**config.mk**
```make
export PLATFORM = sky130hd
export DESIGN_NAME = mult_div_sequencer
export DESIGN_NICKNAME = d
export VERILOG_FILES = /design/src/rtl/mult_div_sequencer.sv
export SDC_FILE = /design/constraint.sdc
export NUM_CORES = 1
export LEC_CHECK = 0
export ABC_CLOCK_PERIOD_IN_PS = 8210
export CORE_UTILIZATION = 60
export CTS_CLUSTER_DIAMETER = 120
export DETAILED_ROUTE_END_ITERATION = 8
export PLACE_DENSITY = 0.92
export SETUP_SLACK_MARGIN = 0.15
export SLEW_MARGIN = 25
export SYNTH_ARGS = -nofsm -noshare
export SYNTH_HDL_FRONTEND = slang
export SYNTH_SLANG_ARGS = --single-unit
```
**constraint.sdc**
```tcl
create_clock -name clk -period 8.21 [get_ports clk]
set_input_delay 1.642 -clock clk [delete_from_list [all_inputs] [get_ports clk]]
set_output_delay 1.642 -clock clk [all_outputs]
set_load 0.02 [all_outputs]
```
**src/rtl/mult_div_sequencer.sv**
```systemverilog
// Multi-cycle HI/LO multiply/divide sequencer: IDLE -> CALC (DATA_W steps) -> FIX (2 cycles).
// The FIX state first sign-corrects the result, then commits it to hi/lo and pulses done.
// Optional feature macro: MD_DIV_EN adds the restoring-divide datapath and DIV/DIVU support.
module mult_div_sequencer #(
    parameter int unsigned DATA_W = 32
) (
    input  logic              clk,
    input  logic              rst_n,
    input  logic              start,
    input  logic [1:0]        md_op,
    input  logic [DATA_W-1:0] rs_val,
    input  logic [DATA_W-1:0] rt_val,
    input  logic              flush,
    input  logic              hi_we,
    input  logic              lo_we,
    input  logic [DATA_W-1:0] wdata,
    input  logic              hilo_rd,
    output logic [DATA_W-1:0] hi,
    output logic [DATA_W-1:0] lo,
    output logic              busy,
    output logic              stall,
    output logic              done
);

    localparam int unsigned CNT_W = (DATA_W > 1) ? $clog2(DATA_W) : 1;
    localparam int unsigned LAST  = DATA_W - 1;

    typedef enum logic [1:0] {IDLE, CALC, FIX} state_t;

    state_t              state;
    logic [CNT_W-1:0]    cnt;
    logic                fix_ph;
    logic [DATA_W-1:0]   m_reg;
    logic [DATA_W-1:0]   acc_hi;
    logic [DATA_W-1:0]   acc_lo;
    logic                neg_lo;

    logic                sgn;
    logic                rs_neg;
    logic                rt_neg;
    logic [DATA_W-1:0]   rs_mag;
    logic [DATA_W-1:0]   rt_mag;
    logic                accept;
    logic [DATA_W:0]     madd;
    logic [DATA_W-1:0]   step_hi;
    logic [DATA_W-1:0]   step_lo;
    logic [2*DATA_W-1:0] prod_fix;
    logic [DATA_W-1:0]   fix_hi;
    logic [DATA_W-1:0]   fix_lo;

`ifdef MD_DIV_EN
    logic                op_div;
    logic                neg_hi;
    logic                div0;
    logic [DATA_W:0]     dsh;
    logic [DATA_W:0]     ddiff;
    logic                dge;
`endif

    assign busy  = (state != IDLE);
    assign stall = busy & (start | hilo_rd);

    // operand magnitudes and op acceptance
    always_comb begin
        sgn    = ~md_op[0];
        rs_neg = sgn & rs_val[DATA_W-1];
        rt_neg = sgn & rt_val[DATA_W-1];
        rs_mag = rs_neg ? -rs_val : rs_val;
        rt_mag = rt_neg ? -rt_val : rt_val;
`ifdef MD_DIV_EN
        accept = start & ~flush & (state == IDLE);
`else
        accept = start & ~flush & (state == IDLE) & ~md_op[1];
`endif
    end

    // one iteration step: shift-add multiply, or restoring shift-subtract divide
    always_comb begin
        madd    = {1'b0, acc_hi} + (acc_lo[0] ? {1'b0, m_reg} : (DATA_W+1)'(0));
        step_hi = madd[DATA_W:1];
        step_lo = {madd[0], acc_lo[DATA_W-1:1]};
`ifdef MD_DIV_EN
        dsh   = {acc_hi, acc_lo[DATA_W-1]};
        ddiff = dsh - {1'b0, m_reg};
        dge   = (dsh >= {1'b0, m_reg});
        if (op_div) begin
            step_hi = dge ? ddiff[DATA_W-1:0] : dsh[DATA_W-1:0];
            step_lo = {acc_lo[DATA_W-2:0], dge};
        end
`endif
    end

    // two's-complement sign correction applied in the first FIX cycle
    always_comb begin
        prod_fix = neg_lo ? -{acc_hi, acc_lo} : {acc_hi, acc_lo};
        fix_hi   = prod_fix[2*DATA_W-1:DATA_W];
        fix_lo   = prod_fix[DATA_W-1:0];
`ifdef MD_DIV_EN
        if (op_div) begin
            fix_lo = div0 ? {DATA_W{1'b1}} : (neg_lo ? -acc_lo : acc_lo);
            fix_hi = neg_hi ? -acc_hi : acc_hi;
        end
`endif
    end

    // state machine, datapath registers and architectural HI/LO
    always_ff @(posedge clk or negedge rst_n) begin
        if (!rst_n) begin
            state  <= IDLE;
            cnt    <= '0;
            fix_ph <= 1'b0;
            m_reg  <= '0;
            acc_hi <= '0;
            acc_lo <= '0;
            neg_lo <= 1'b0;
            hi     <= '0;
            lo     <= '0;
            done   <= 1'b0;
`ifdef MD_DIV_EN
            op_div <= 1'b0;
            neg_hi <= 1'b0;
            div0   <= 1'b0;
`endif
        end else begin
            done <= 1'b0;
            if (flush) begin
                state  <= IDLE;
                cnt    <= '0;
                fix_ph <= 1'b0;
            end else begin
                case (state)
                    IDLE: begin
                        if (hi_we) hi <= wdata;
                        if (lo_we) lo <= wdata;
                        if (accept) begin
                            state  <= CALC;
                            cnt    <= '0;
                            acc_hi <= '0;
                            neg_lo <= rs_neg ^ rt_neg;
`ifdef MD_DIV_EN
                            op_div <= md_op[1];
                            neg_hi <= md_op[1] & rs_neg;
                            div0   <= md_op[1] & (rt_val == '0);
                            if (md_op[1]) begin
                                m_reg  <= rt_mag;
                                acc_lo <= rs_mag;
                            end else begin
                                m_reg  <= rs_mag;
                                acc_lo <= rt_mag;
                            end
`else
                            m_reg  <= rs_mag;
                            acc_lo <= rt_mag;
`endif
                        end
                    end
                    CALC: begin
                        acc_hi <= step_hi;
                        acc_lo <= step_lo;
                        cnt    <= cnt + CNT_W'(1);
                        if (cnt == CNT_W'(LAST)) begin
                            state <= FIX;
                            cnt   <= '0;
                        end
                    end
                    FIX: begin
                        if (!fix_ph) begin
                            acc_hi <= fix_hi;
                            acc_lo <= fix_lo;
                            fix_ph <= 1'b1;
                        end else begin
                            hi     <= acc_hi;
                            lo     <= acc_lo;
                            done   <= 1'b1;
                            fix_ph <= 1'b0;
                            state  <= IDLE;
                        end
                    end
                    default: state <= IDLE;
                endcase
            end
        end
    end

endmodule

```
==> reports/summary.txt <==
FMAX = 210 MHz
Detailed Routing Iterations Pass 1 = 6
fraction of layout cells with a size suffix above 1 = 0.0403
Detailed Route WL = 36200 um
Max Root-Sink Buffers = 2
DRT antenna net count = 0
Reg power frac = 0.328
post-synthesis register bit count = 170
Netlist Area Pre-Place = 0.0120 sq mm
cts bufs inserted = 17
Initial Util = 0.614
Critical Path RT = 8.52 ns
initial antenna violation count = 0
status = complete, no violations
post-route insts no fill = 1904
Max Slew Vio Count = 0
YS warnings = 0
final core utilization = 0.737
NetSw = 2.57 mW
Internal = 2.76 mW
syn_area_per_cell = 7.94 sq um
endpoint type of the worst setup path = flip-flop
Worst-Margin Slew = 1.09 ns
DIE AREA = 0.0206 sq mm
Clock Root Buffer = clkbuf_16
PortBufs = 171
num ports = 172
Nets = 1774
worst vdd ir = 0.183 mV
Lkg Pwr = 5.96 nW
Post-CTS Setup Repair Bufs = 0
placed insts = 1872
Main synth FF type = dfrtp_1
unrepaired setup endpoints after global routing = false
Rows = 51
largest net degree at the start of global routing = 91
Final min period = 4.76 ns
WL/cell = 19.0 um
worst skew pair latency = 0.44 ns
grt total ovfl = 0
Comb pwr share = 0.522
CTS resizes = 0
Final Hold Fails = 0
Seq/Total Area, Yosys = 0.353
CTS tree = built
P per Cell Area = 369 mW/mm^2
Initial DRC Count = 1431
Rel. slew slack = 0.269
drt drc = 0
Post-DP HPWL = 26000 um
setup violators final = 0
Die Y = 144 um
Net Sw Frac = 0.483
async set-or-reset flop fraction in the synthesized netlist = 1.00
HP Class = reg2reg
Fin Setup TNS = 0 ns
Chip Width = 144 um
Critical Path Start Type = input pin
period utilisation layout = 0.580
routability cong. = 0.998
first-pass GRT wire length = 57600 um
Vias/cell = 6.53
hold buffer count at CTS = 0
Core Box Area = 0.0196 sq mm
ANT cells = 0
Netlist cell types = 69
clock group share of total power = 0.150
max_cap viols = 0
Post-synth EDFFs = 0
CTS H-tree depth = 4
clock sink count = 170
Synth Net Count = 1665
vias in the first global route = 11500
WS Path Type = in2reg
clock-pin slew on the worst setup and hold paths = 0.07 ns
area grow syn2layout = 19.9%
Clock Skew = 0.0107 ns
# fillers = 1463
Mapped Cells = 1517
All-Layer GR Usage = 0.358
vias = 12400
crit-path max FO = 22
Critical Path AT = 5.07 ns
total power = 5.33 mW
[routing by layer]
metal / routed length (um) / GRT usage / vias up
met5: 0 / 0 / -
met4: 1470 / 0.172 / 0
li1: - / - / 5689
met2: 16500 / 0.560 / 833
met3: 4030 / 0.0820 / 119
met1: 14200 / 0.469 / 5797
[worst paths after layout]
kind,from,endpoint,slack (ns),cells past startpoint
setup / recovery,flush,acc_lo[10]$_DFFE_PN0P_,3.45,11
hold / removal,m_reg[24]$_DFFE_PN0P_,m_reg[24]$_DFFE_PN0P_,0.48,2
setup reg to reg,acc_lo[0]$_DFFE_PN0P_,acc_hi[30]$_DFFE_PN0P_,3.91,10
hold reg to reg,m_reg[24]$_DFFE_PN0P_,m_reg[24]$_DFFE_PN0P_,0.48,2
max in group asynchronous,rst_n,hi[8]$_DFFE_PN0P_,5.71,2
min in group asynchronous,rst_n,hi[22]$_DFFE_PN0P_,1.25,1
[per-stage QoR]
| stage | setup slack (ns) | hold WS (ns) | instance area (sq um) |
|---|---|---|---|
| 2_1_floorplan | 4.30 | 0.442 | 12000 |
| 3_3_place_gp | 3.16 | 0.453 | 13900 |
| 3_5_place_dp | 3.07 | 0.466 | 13900 |
| 4_1_cts | 3.51 | 0.481 | 14400 |
| 5_1_grt | 3.19 | 0.492 | 14400 |
| 6_report | 3.45 | 0.477 | 14400 |
[logic make-up after synthesis]
group	synth area share
simple gates	0.231
mux	0.00343
flops	0.353
fa+ha+maj	0.0453
xor+xnor	0.0749
compound gates	0.248
buf+inv	0.0431
[placed cells by master, fill, tap and decap left out, types with 36 or more instances in the layout]
| cell type | instances |
|---|---|
| xor2_1 | 54 |
| and2_1 | 36 |
| clkdlybuf4s50_1 | 170 |
| o21ai_0 | 126 |
| ha_1 | 41 |
| xnor2_1 | 49 |
| dfrtp_1 | 170 |
| a21oi_1 | 220 |
| nand2_1 | 148 |
| nor2b_1 | 45 |
| nor3_1 | 49 |
| nor2_1 | 148 |
| inv_1 | 36 |
[cells in the mapped netlist (15+ instances only)]
cell type,number,share of area
o211ai_1,17,0.011
nand3_1,22,0.0091
nor2b_1,45,0.023
a22oi_1,15,0.0094
ha_1,42,0.044
nor3_1,49,0.020
nor2_1,148,0.046
nand2_1,148,0.046
xor2_1,54,0.039
dfrtp_1,170,0.35
or3_1,19,0.0099
and2_1,36,0.019
a21oi_1,222,0.092
or4_1,17,0.011
o21ai_0,126,0.052
clkbuf_1,86,0.027
a21o_1,21,0.013
nor4_1,24,0.012
xnor2_1,49,0.036
inv_1,36,0.011
[critical path, stage by stage]
cell             delay [ns]
clkdlybuf4s50_1        0.60
nor4bb_4               0.34
buf_4                  0.29
nand2b_1               0.22
and3_1                 0.63
buf_4                  0.34
nand2_1                0.40
a21oi_1                0.32
a21oi_1                0.10
nor2_1                 0.12
a221oi_1               0.05
[power by group through the flow]
| stage | clock, mW | combinational, mW | sequential [mW] |
|---|---|---|---|
| 6_report | 0.799 | 2.78 | 1.75 |
| 5_1_grt | 0.825 | 3.04 | 1.79 |
| 4_1_cts | 0.794 | 2.74 | 1.72 |
| 3_5_place_dp | 0 | 2.71 | 1.73 |
| 3_3_place_gp | 0 | 2.62 | 1.71 |
| 2_1_floorplan | 0 | 1.75 | 1.69 |
[area by class of cell]
cell class,instances,area [sq um],share of cell area
repair buffers,184,1810,0.126
well taps,265,332,0.0230
inverters,36,135,0.00936
flip-flops and latches,170,4250,0.295
clock buffers,17,425,0.0295
clock inverters,15,146,0.0101
multi-input cells,1217,7320,0.508
Power figures use the tool's default switching activity.
